--- src/rtl/mem_interconnect_wrr.sv ---
// mem_interconnect_wrr
//   N-core to one-memory interconnect. Each core owns a request FIFO; a
//   weighted round-robin arbiter picks which FIFO feeds a single registered
//   memory request port. Per-core credit counters bound the number of
//   issued-but-unanswered requests. Memory responses are routed back to the
//   core named by mem_rsp.core_id.
//
// Ports
//   clk, reset        clock, asynchronous active-low reset
//   core_req[i]       core request, .vld qualifies
//   core_req_rdy[i]   FIFO i has room (derived from registered occupancy)
//   core_rsp[i]       registered response, one-cycle .vld pulse
//   weight_cfg[i]     consecutive-issue budget for core i (0 acts as 1)
//   mem_req           registered memory request, .vld qualifies
//   mem_req_rdy       memory accepts mem_req
//   mem_rsp           memory response, .core_id picks the destination
//   rsp_err           one-cycle pulse when a response is dropped
//   dbg_arb_state     arbiter state (0 idle, 1 grant held)
//
// Handshake: a transfer happens on a rising edge where valid and ready are
// both high; a valid source keeps its payload stable until that edge and
// ready never depends combinationally on valid.

package mem_interconnect_wrr_pkg;
    typedef struct packed {
        logic        vld;
        logic [3:0]  core_id;
        logic        we;
        logic [7:0]  access_length;
        logic [15:0] addr;
        logic [15:0] data;
    } request_t;
endpackage

module mem_interconnect_wrr
    import mem_interconnect_wrr_pkg::*;
#(
    parameter int NUM_CORES       = 4,
    parameter int FIFO_DEPTH      = 4,
    parameter int MAX_OUTSTANDING = 8,
    parameter int WEIGHT_W        = 4
) (
    input  logic                 clk,
    input  logic                 reset,
    input  request_t             core_req     [NUM_CORES],
    output logic [NUM_CORES-1:0] core_req_rdy,
    output request_t             core_rsp     [NUM_CORES],
    input  logic [WEIGHT_W-1:0]  weight_cfg   [NUM_CORES],
    output request_t             mem_req,
    input  logic                 mem_req_rdy,
    input  request_t             mem_rsp,
    output logic                 rsp_err,
    output logic [0:0]           dbg_arb_state
);
    localparam int IDX_W = (NUM_CORES > 1) ? $clog2(NUM_CORES) : 1;
    localparam int PTR_W = (FIFO_DEPTH > 1) ? $clog2(FIFO_DEPTH) : 1;
    localparam int CNT_W = PTR_W + 1;
    localparam int OUT_W = $clog2(MAX_OUTSTANDING + 1);

    localparam logic [0:0] ST_IDLE  = 1'b0;
    localparam logic [0:0] ST_GRANT = 1'b1;

    function automatic logic [IDX_W-1:0] next_idx(input logic [IDX_W-1:0] i);
        return (i == IDX_W'(NUM_CORES - 1)) ? '0 : i + IDX_W'(1);
    endfunction

    function automatic logic [IDX_W-1:0] add_mod(input logic [IDX_W-1:0] base, input int k);
        int s;
        s = int'(base) + k;
        if (s >= NUM_CORES) s = s - NUM_CORES;
        return IDX_W'(s);
    endfunction

    // State
    request_t             fifo_mem_q [NUM_CORES][FIFO_DEPTH];
    request_t             fifo_mem_d [NUM_CORES][FIFO_DEPTH];
    logic [PTR_W-1:0]     wr_ptr_q [NUM_CORES], wr_ptr_d [NUM_CORES];
    logic [PTR_W-1:0]     rd_ptr_q [NUM_CORES], rd_ptr_d [NUM_CORES];
    logic [CNT_W-1:0]     count_q  [NUM_CORES], count_d  [NUM_CORES];
    logic [OUT_W-1:0]     outst_q  [NUM_CORES], outst_d  [NUM_CORES];
    request_t             core_rsp_q [NUM_CORES], core_rsp_d [NUM_CORES];
    request_t             mem_req_q, mem_req_d;
    logic [IDX_W-1:0]     src_q, src_d;
    logic [0:0]           state_q, state_d;
    logic [IDX_W-1:0]     grant_q, grant_d;
    logic [IDX_W-1:0]     rr_ptr_q, rr_ptr_d;
    logic [WEIGHT_W-1:0]  budget_q, budget_d;
    logic                 rsp_err_q, rsp_err_d;

    // Combinational helpers
    logic [NUM_CORES-1:0] eligible;
    logic [OUT_W:0]       eff_out [NUM_CORES];
    logic                 can_load;
    logic                 hs;
    logic [IDX_W-1:0]     sp;
    logic                 found;
    logic [IDX_W-1:0]     win;
    logic [WEIGHT_W-1:0]  w_eff;
    logic                 start_grant;
    logic                 issue;
    logic [IDX_W-1:0]     issue_idx;
    logic [NUM_CORES-1:0] push;
    logic [NUM_CORES-1:0] pop;
    logic [NUM_CORES-1:0] inc;
    logic [NUM_CORES-1:0] rsp_hit;

    // A request parked in the output register already consumes a credit;
    // counting it here keeps the limit exact while memory is ready.
    always_comb begin
        for (int i = 0; i < NUM_CORES; i++) begin
            core_req_rdy[i] = (count_q[i] != CNT_W'(FIFO_DEPTH));
            eff_out[i] = {1'b0, outst_q[i]}
                       + {{OUT_W{1'b0}}, (mem_req_q.vld && (src_q == IDX_W'(i)))};
            eligible[i] = (count_q[i] != '0) && (eff_out[i] < (OUT_W+1)'(MAX_OUTSTANDING));
        end
    end

    // Weighted round-robin arbiter. A grant that ends on budget exhaustion
    // goes through IDLE, which grants and issues in the same cycle, so the
    // next core still issues without a bubble. A grant that ends on
    // ineligibility re-arbitrates from granted+1 immediately.
    always_comb begin
        can_load = !mem_req_q.vld || mem_req_rdy;
        hs       = mem_req_q.vld && mem_req_rdy;
        sp       = (state_q == ST_GRANT) ? next_idx(grant_q) : rr_ptr_q;

        found = 1'b0;
        win   = '0;
        for (int k = 0; k < NUM_CORES; k++) begin
            if (!found && eligible[add_mod(sp, k)]) begin
                found = 1'b1;
                win   = add_mod(sp, k);
            end
        end
        w_eff = (weight_cfg[win] == '0) ? WEIGHT_W'(1) : weight_cfg[win];

        state_d     = state_q;
        grant_d     = grant_q;
        rr_ptr_d    = rr_ptr_q;
        budget_d    = budget_q;
        start_grant = 1'b0;
        issue       = 1'b0;
        issue_idx   = grant_q;

        if (state_q == ST_GRANT) begin
            if (eligible[grant_q]) begin
                if (can_load) begin
                    issue = 1'b1;
                    if (budget_q <= WEIGHT_W'(1)) begin
                        state_d  = ST_IDLE;
                        rr_ptr_d = next_idx(grant_q);
                        budget_d = '0;
                    end else begin
                        budget_d = budget_q - WEIGHT_W'(1);
                    end
                end
            end else if (can_load) begin
                rr_ptr_d = sp;
                if (found) begin
                    start_grant = 1'b1;
                end else begin
                    state_d  = ST_IDLE;
                    budget_d = '0;
                end
            end
        end else if (found) begin
            start_grant = 1'b1;
        end

        if (start_grant) begin
            grant_d  = win;
            state_d  = ST_GRANT;
            budget_d = w_eff;
            if (can_load) begin
                issue     = 1'b1;
                issue_idx = win;
                if (w_eff == WEIGHT_W'(1)) begin
                    state_d  = ST_IDLE;
                    rr_ptr_d = next_idx(win);
                    budget_d = '0;
                end else begin
                    budget_d = w_eff - WEIGHT_W'(1);
                end
            end
        end
    end

    // FIFOs and the output register
    always_comb begin
        fifo_mem_d = fifo_mem_q;
        wr_ptr_d   = wr_ptr_q;
        rd_ptr_d   = rd_ptr_q;
        count_d    = count_q;
        mem_req_d  = mem_req_q;
        src_d      = src_q;
        push       = '0;
        pop        = '0;
        for (int i = 0; i < NUM_CORES; i++) begin
            push[i] = core_req[i].vld && core_req_rdy[i];
            pop[i]  = issue && (issue_idx == IDX_W'(i));
            if (push[i]) begin
                fifo_mem_d[i][wr_ptr_q[i]] = core_req[i];
                wr_ptr_d[i] = wr_ptr_q[i] + PTR_W'(1);
            end
            if (pop[i]) begin
                rd_ptr_d[i] = rd_ptr_q[i] + PTR_W'(1);
            end
            count_d[i] = count_q[i] + CNT_W'(push[i]) - CNT_W'(pop[i]);
        end
        if (issue) begin
            mem_req_d = fifo_mem_q[issue_idx][rd_ptr_q[issue_idx]];
            src_d     = issue_idx;
        end else if (hs) begin
            mem_req_d = '0;
        end
    end

    // Credits and response routing. Out-of-range core_id never matches
    // any rsp_hit bit, so it falls through to rsp_err.
    always_comb begin
        outst_d = outst_q;
        inc     = '0;
        rsp_hit = '0;
        for (int i = 0; i < NUM_CORES; i++) begin
            rsp_hit[i] = mem_rsp.vld && (5'(mem_rsp.core_id) == 5'(i)) && (outst_q[i] != '0);
            inc[i]     = hs && (src_q == IDX_W'(i));
            if (inc[i] && !rsp_hit[i]) begin
                if (outst_q[i] != OUT_W'(MAX_OUTSTANDING)) outst_d[i] = outst_q[i] + OUT_W'(1);
            end else if (rsp_hit[i] && !inc[i]) begin
                outst_d[i] = outst_q[i] - OUT_W'(1);
            end
            core_rsp_d[i] = rsp_hit[i] ? mem_rsp : '0;
        end
        rsp_err_d = mem_rsp.vld && (rsp_hit == '0);
    end

    always_ff @(posedge clk or negedge reset) begin
        if (!reset) begin
            for (int i = 0; i < NUM_CORES; i++) begin
                wr_ptr_q[i]   <= '0;
                rd_ptr_q[i]   <= '0;
                count_q[i]    <= '0;
                outst_q[i]    <= '0;
                core_rsp_q[i] <= '0;
            end
            mem_req_q <= '0;
            src_q     <= '0;
            state_q   <= ST_IDLE;
            grant_q   <= '0;
            rr_ptr_q  <= '0;
            budget_q  <= '0;
            rsp_err_q <= 1'b0;
        end else begin
            wr_ptr_q   <= wr_ptr_d;
            rd_ptr_q   <= rd_ptr_d;
            count_q    <= count_d;
            outst_q    <= outst_d;
            core_rsp_q <= core_rsp_d;
            mem_req_q  <= mem_req_d;
            src_q      <= src_d;
            state_q    <= state_d;
            grant_q    <= grant_d;
            rr_ptr_q   <= rr_ptr_d;
            budget_q   <= budget_d;
            rsp_err_q  <= rsp_err_d;
        end
    end

    // Storage needs no reset: pointers and counts define what is valid.
    always_ff @(posedge clk) begin
        fifo_mem_q <= fifo_mem_d;
    end

    assign core_rsp      = core_rsp_q;
    assign mem_req       = mem_req_q;
    assign rsp_err       = rsp_err_q;
    assign dbg_arb_state = state_q;

endmodule

--- config.mk ---
export PLATFORM = sky130hd
export DESIGN_NAME = mem_interconnect_wrr
export DESIGN_NICKNAME = d
export VERILOG_FILES = /design/src/rtl/mem_interconnect_wrr.sv
export SDC_FILE = /design/constraint.sdc
export NUM_CORES = 1
export LEC_CHECK = 0
export CORE_MARGIN = 1
export CORE_UTILIZATION = 50
export DETAILED_ROUTE_END_ITERATION = 10
export PLACE_DENSITY_LB_ADDON = 0.12
export SETUP_SLACK_MARGIN = 0.02
export SLEW_MARGIN = 10
export SYNTH_ARGS = -nofsm -noshare
export SYNTH_HDL_FRONTEND = slang
export SYNTH_SLANG_ARGS = --single-unit
--- constraint.sdc ---
create_clock -name clk -period 3.8 [get_ports clk]
set_input_delay 1.14 -clock clk [delete_from_list [all_inputs] [get_ports clk]]
set_output_delay 1.14 -clock clk [all_outputs]
set_load 0.02 [all_outputs]
==> metrics.md <==
| Metric | Value |
|---|---|
| Status | finished, final reports clean |
| Filler cells | 5,596 |
| Clk Latency, worst-skew pair | 670 ps |
| Post-route cell area | 51,400 um^2 |
| Vias | 24.2k |
| Routed length per instance | 25.5 um |
| Peak supply drop | 0.000811 V |
| P_leak | 0.0192 uW |
| Max_slew headroom | 24.1% |
| Gr usage total | 26.6% |
| Library cells used by synthesis | 77 |
| Post-synthesis sequential area ratio | 72.9% |
| Largest net degree at the start of global routing | 73 |
| WL final | 108,000 um |
| Total negative setup slack | 0 ps |
| Htree depth | 3 |
| Int Pwr | 31,700 uW |
| Hold/Removal Path Class | in2async |
| CTS buffer count | 103 |
| FP Rows | 103 |
| Reg2Reg Depth | 17 |
| Post-synth EDFFs | 736 |
| Post-synth design cell area | 40,100 um^2 |
| Global-route wire length before repair | 159,000 um |
| DRT Pass-1 Iters | 8 |
| Die Y-Extent | 285 um |
| Starting density of the core | 50.7% |
| Root Buffer Master | clkbuf_16 |
| Syn_area_per_cell | 16.4 um^2 |
| Reg power frac | 30.4% |
| End of the worst register-to-register path | mem_req[45] |
| Iter 0 DRT Violations | 2,041 |
| Crit path max fanout | 7 |
| Core Area | 79,100 um^2 |
| Pwr/cell area | 982 nW/um^2 |
| Hold Buf Count CTS | 0 |
| Critical path launch point type | register |
| DP HPWL | 67,300 um |
| CP Capture Type | register |
| Worst Tran Pin Value | 1130 ps |
| Port Buffer Count | 484 |
| Die area | 81,400 um^2 |
| Max Cap Violations | 0 |
| Max Freq | 0.271 GHz |
| Post-Syn Instances | 2,445 |
| Clk_skew | 34.4 ps |
| Final setup viols | 0 |
| Critical Path Start | grant_q[0] |
| Placed cell area | 47,700 um^2 |
| Initial antenna violation count | 8 |
| Sw frac | 37.1% |
| DRC Markers | 0 |
| Clock slew at reported path FFs | 60 ps |
| GP Congestion | 0.831 |
| YS warnings | 0 |
| Crit Path Class | reg2reg |
| Die width | 285 um |
| Grt ovf | 0 |
| Worst EP required | 4330 ps |
| Hold Fails Final Rpt | 0 |
| CTS tree | yes |
| Vias in the first global route | 25.0k |
| Power consumption | 50,500 uW |
| Psw | 18,700 uW |
| Post-synth ARST share | 28.0% |
| TritonCTS Sinks | 1,022 |
| RR Startpoint | grant_q[0] |
| Post-synth top flop | edfxtp_1 |
| Layout Area Growth over Synthesis | 28.1% |
| Share of layout cells above drive strength 1 | 15.7% |
| Post-DR vias/cell | 5.75 |
| Final count of pins violating max slew | 0 |
| #FFs+latches synth | 1,022 |
| Remaining antenna violation count | 0 |
| Final period util | 97.3% |
| Setup WS pre-CTS | -417 ps |
| CTS max path bufs | 3 |
| R2R setup slack | 100 ps |
| Final core occ | 64.9% |
| Final min period | 3700 ps |
| Setup ws final | 103 ps |
| Combinational share of power | 48.9% |
| Nets | 3,369 |
| Io pins | 485 |
| Clock power frac | 20.7% |
| CP arrival | 4230 ps |
==> metal layers <==
metal / global-route usage (%) / vias to the layer above / wire length [um]
li1: - / 10600 / -
met1: 35.1 / 12400 / 42000
met2: 45.6 / 1091 / 54600
met3: 3.52 / 207 / 8000
met4: 8.82 / 2 / 3140
met5: 0 / - / 12
==> area by class of cell <==
class / count / area (um^2) / share of cell area, %
Antenna cell: 6 / 15.0 / 0.0292
Inverter: 38 / 143 / 0.278
Timing Repair Buffer: 644 / 6730 / 13.1
Sequential cell: 1022 / 29300 / 57.0
Clock inverter: 55 / 672 / 1.31
Multi-Input combinational cell: 1266 / 10400 / 20.2
Tap cell: 1050 / 1310 / 2.56
Clock buffer: 135 / 2890 / 5.63
==> stage by stage <==
step / instances / hold WS (ps)
final: 4216 / 422
after detailed placement: 4015 / 474
after global placement: 4015 / 459
after floorplan: 2456 / 445
after CTS: 4205 / 416
after global routing: 4216 / 445
==> power groups by stage <==
stage / clock, uW / sequential (uW) / combinational, uW
after floorplan: 0 / 15600 / 14900
after global placement: 0 / 15500 / 23800
after detailed placement: 0 / 15500 / 24300
after CTS: 10600 / 15300 / 24400
after global routing: 11000 / 15500 / 26400
final: 10400 / 15300 / 24700
==> kinds of logic after synthesis <==
family                   after synthesis  share of synthesized area [%]
multiplexers                         247                           9.06
XOR/XNOR                              29                          0.633
adder cells (fa/ha/maj)               45                           1.55
other                                  1                        0.00935
AND/OR/NAND/NOR                      498                           6.63
flip-flops                          1022                           72.9
AO/OA/AOI/OAI                        435                           7.31
buffers and inverters                168                           1.87
==> layout by cell type (no fill, tap or decap), types with 8 or more instances in the layout <==
cell type and instances:
clkbuf_8 15, nand3_1 15, a21oi_1 118, dfrtp_1 286, clkinvlp_4 10, clkinv_2 20, buf_12 52, edfxtp_1 736
clkbuf_1 15, and3_2 16, nor2_1 22, clkbuf_16 106, and2_1 171, clkdlybuf4s50_1 483, a21boi_0 25, mux2_2 8
ha_1 36, o211ai_1 52, inv_1 38, o21ai_1 46, buf_4 105, and3_1 52, bufinv_16 13, o21ai_0 21
nor3_1 11, mux2i_1 145, a22oi_1 92, nand2_1 165, mux4_2 92, xnor2_1 23, conb_1 12, a21boi_1 20
==> worst max-delay path: stages, from the launching register on <==
cell	delay, ps
dfrtp_1	380
ha_1	360
mux2i_2	260
buf_4	180
o2111ai_1	210
a21oi_1	210
buf_4	160
nor2_4	40
buf_12	130
buf_4	140
a21oi_4	170
buf_4	130
buf_4	110
o211ai_1	90
buf_4	190
nand2_4	170
mux2_2	360
a211o_1	290
==> cells in the mapped netlist (all sizes together), types with 19 or more instances <==
cell type | n | area share (%)
and2 | 172 | 2.7
xnor2 | 24 | 0.52
o211ai | 53 | 1.0
o21ai | 70 | 0.88
mux2i | 147 | 3.7
nand2 | 166 | 1.6
nor2 | 23 | 0.23
inv | 38 | 0.36
clkbuf | 88 | 0.84
ha | 37 | 1.2
a22oi | 92 | 1.7
nor3 | 19 | 0.29
buf | 42 | 0.67
a21boi | 46 | 0.87
and3 | 68 | 1.1
dfrtp | 286 | 18
mux4 | 92 | 5.2
edfxtp | 736 | 55
a21oi | 119 | 1.5
==> flip-flops by register name, summed over array words and instances (netlist names), 4 cells and up <==
name	flops
mem_req	46
budget_q	4
rd_ptr_q	8
count_q	12
fifo_mem_q	736
core_rsp	184
outst_q	16
wr_ptr_q	8
==> timing repair <==
item / CTS / global route
buffers inserted: 0 / 4
setup endpoints to repair: 0 / 53
gates resized for setup: 0 / 10
endpoints found under the hold margin: 0 / 0
==> worst max-delay path by stage <==
stage | to | depth (start not counted) | slack (ps)
floorplan | count_q[5] | 17 | -120
global placement | count_q[8] | 14 | -360
detailed placement | count_q[8] | 14 | -420
CTS | budget_q[2] | 16 | 40
global route | mem_req[38] | 18 | -10
finish | mem_req[45] | 17 | 100
Note: power is estimated with default switching activity, not from simulation.
==> RTL change, RTL diff (same flow settings) <==
Make the reset (`reset`) synchronous in one clocked block. Comments in the files are not updated.
--- a/src/rtl/mem_interconnect_wrr.sv
+++ b/src/rtl/mem_interconnect_wrr.sv
@@ -235,5 +235,5 @@
     end
 
-    always_ff @(posedge clk or negedge reset) begin
+    always_ff @(posedge clk) begin
         if (!reset) begin
             for (int i = 0; i < NUM_CORES; i++) begin
Function: differs if reset is asserted again (counterexample within 4 cycles, from zero or initial values and one cycle with reset low); with reset held inactive, the same outputs for 4 cycles.
==> RTL change against the original RTL <==
Wire length grew 12%. Power is 0.77% lower. Area after synthesis fell by 0.58%. Sequential cell count unchanged. Sequential power shrank 9.8%. Non-clock buffer count down 9. First-iteration DRC count up 31%. Setup slack better by 0.020 ns. Design area decreased by 1.3%. Clock skew is 0.013 ns lower. Largest cell class unchanged. Largest power group unchanged.
==> RTL change: results (changes against the original RTL) <==
- Highest routed layer: met5
- Sequential fraction of the synthesis area: 69.8% (-3.2 points)
- Number of global-route vias before repair: 28000 (+12%)
* Area after DPL: 47300 um2 (-0.73%)
- The final cell count without fillers is 4658 (+10%).
- The post-synthesis instance total is 2971 (+22%).
* Largest register FFs: 736 (unchanged)
- Critical Path Slowest Stage Cell: a2111oi_1
- Global-route total usage across every layer: 29.6% (+3.0 points)
- The routing usage on met1 is 38.4% (+3.4 points).
- Global-route wire length before repair: 179000 um (+13%)
- Setup slack at placement: -0.297 ns (+0.120 ns)
* Clock latency of the later-clocked register in the worst-skew pair: 0.67 ns (about the same)
- The met2 track demand over resource in global routing is 49.3% (+3.7 points).
- Tightest hold margin: 0.479 ns (+0.0566 ns)
- Worst Setup EP: mem_req[5]$_SDFFE_PN0P_
- Met1 routed wirelength after detailed routing: 47800 um (+14%)
* Worst r2r path cells: 14 (-3)
* Final Skew: 0.0218 ns (-0.0127 ns)
- The mean number of vias per cell was 5.93 (+3.2%).
- The DRC violation total after the first TritonRoute iteration is 2677 (+31%).
- The worst-case clock buffer depth was 3 (unchanged).
* Share of flip-flops with an asynchronous set or reset after synthesis: 0% (-28 points)
- CP delay by family, top: compound AO/OA/AOI/OAI gates
- The met3 routing resource usage after global routing was 5.83% (+2.3 points).
* Fill cells: 5821 (+4.0%)
- Top post-synthesis cells by count: 736 x edfxtp_1, 439 x nand2_1, 286 x dfxtp_1
* Data arrival time of the critical path: 4.25 ns (+0.02 ns)
* Outcome: complete, no violations
* Worst stage delay on the critical path: 0.52 ns (+0.14 ns)
- The pin slew with the least headroom to its limit came to 0.794 ns (-0.341 ns).
- The routed length on met3 is 10300 um (+29%).
* Area contributors post-synth: edfxtp_1 55%, dfxtp_1 14%, nand2_1 4.1%, mux2i_1 2.7%, nand3_1 2.5%
- Worst hold path class: reg2reg
* Initial antenna violation count: 18 (+10)
* Max rail drop VDD: 1290 uV (+59%)
* Total number of nets in the final design: 3803 (+13%)
* Launch point of the critical path: mem_req[45]$_SDFFE_PN0P_
- Setup WS post-layout: 0.123 ns (+0.0198 ns)
- Footprint of the multi-input gates: 11400 um2 (+9.7%)
* Routed met2 length: 59000 um (+8.2%)
* Biggest fanout along the worst timing path: 38 (+31)
- Min-Delay Startpoint: mem_req[38]$_SDFFE_PN0P_
- Placed wire-length estimate after detailed placement: 76200 um (+13%)
- Static Leak: 18.5 nW (-3.7%)
* Fraction of final layout cells with drive strength greater than 1: 11.3% (-4.4 points)
- Min-Delay Path Depth: 2
* Cell count after placement: 4453 (+11%)
- The unique cell type count in the Yosys netlist is 72 (-6.5%).
* Routability Congestion: 0.833 (+0.16%)
- Total Wirelength: 121000 um (+12%)
- Most frequent cell after synthesis: edfxtp_1
- Largest net degree at the start of global routing: 113 (+55%)
-- RTL change: logic make-up after synthesis --
group / count (synthesis) / synth area share [%]
AO/OA/AOI/OAI: 510 / 10.4
other: 1 / 0.00940
flip-flops: 1022 / 69.8
multiplexers: 115 / 2.96
XOR/XNOR: 34 / 0.747
buffers and inverters: 246 / 2.54
AND/OR/NAND/NOR: 998 / 12.0
adder cells (fa/ha/maj): 45 / 1.56
-- RTL change: area by class of cell --
class,instances,area share (%)
diodes,11,0.0543
flip-flops and latches,1022,54.9
clock inverters,51,1.01
multi-input cells,1714,22.4
clock buffers,142,5.55
well taps,1050,2.59
inverters,33,0.244
repair buffers,635,13.3
-- RTL change: repair_timing --
action | in CTS | in global routing
endpoints found under the setup margin | 1 | 28
setup buffers | 1 | 0
resized for setup | 0 | 15
hold endpoints to repair | 0 | 0
pin swaps | 1 | 0
-- RTL change: report_power, final --
part / internal (mW) / switching [mW]
sequential: 13.3 / 0.501
combinational: 10.0 / 16.3
clock: 5.74 / 4.23
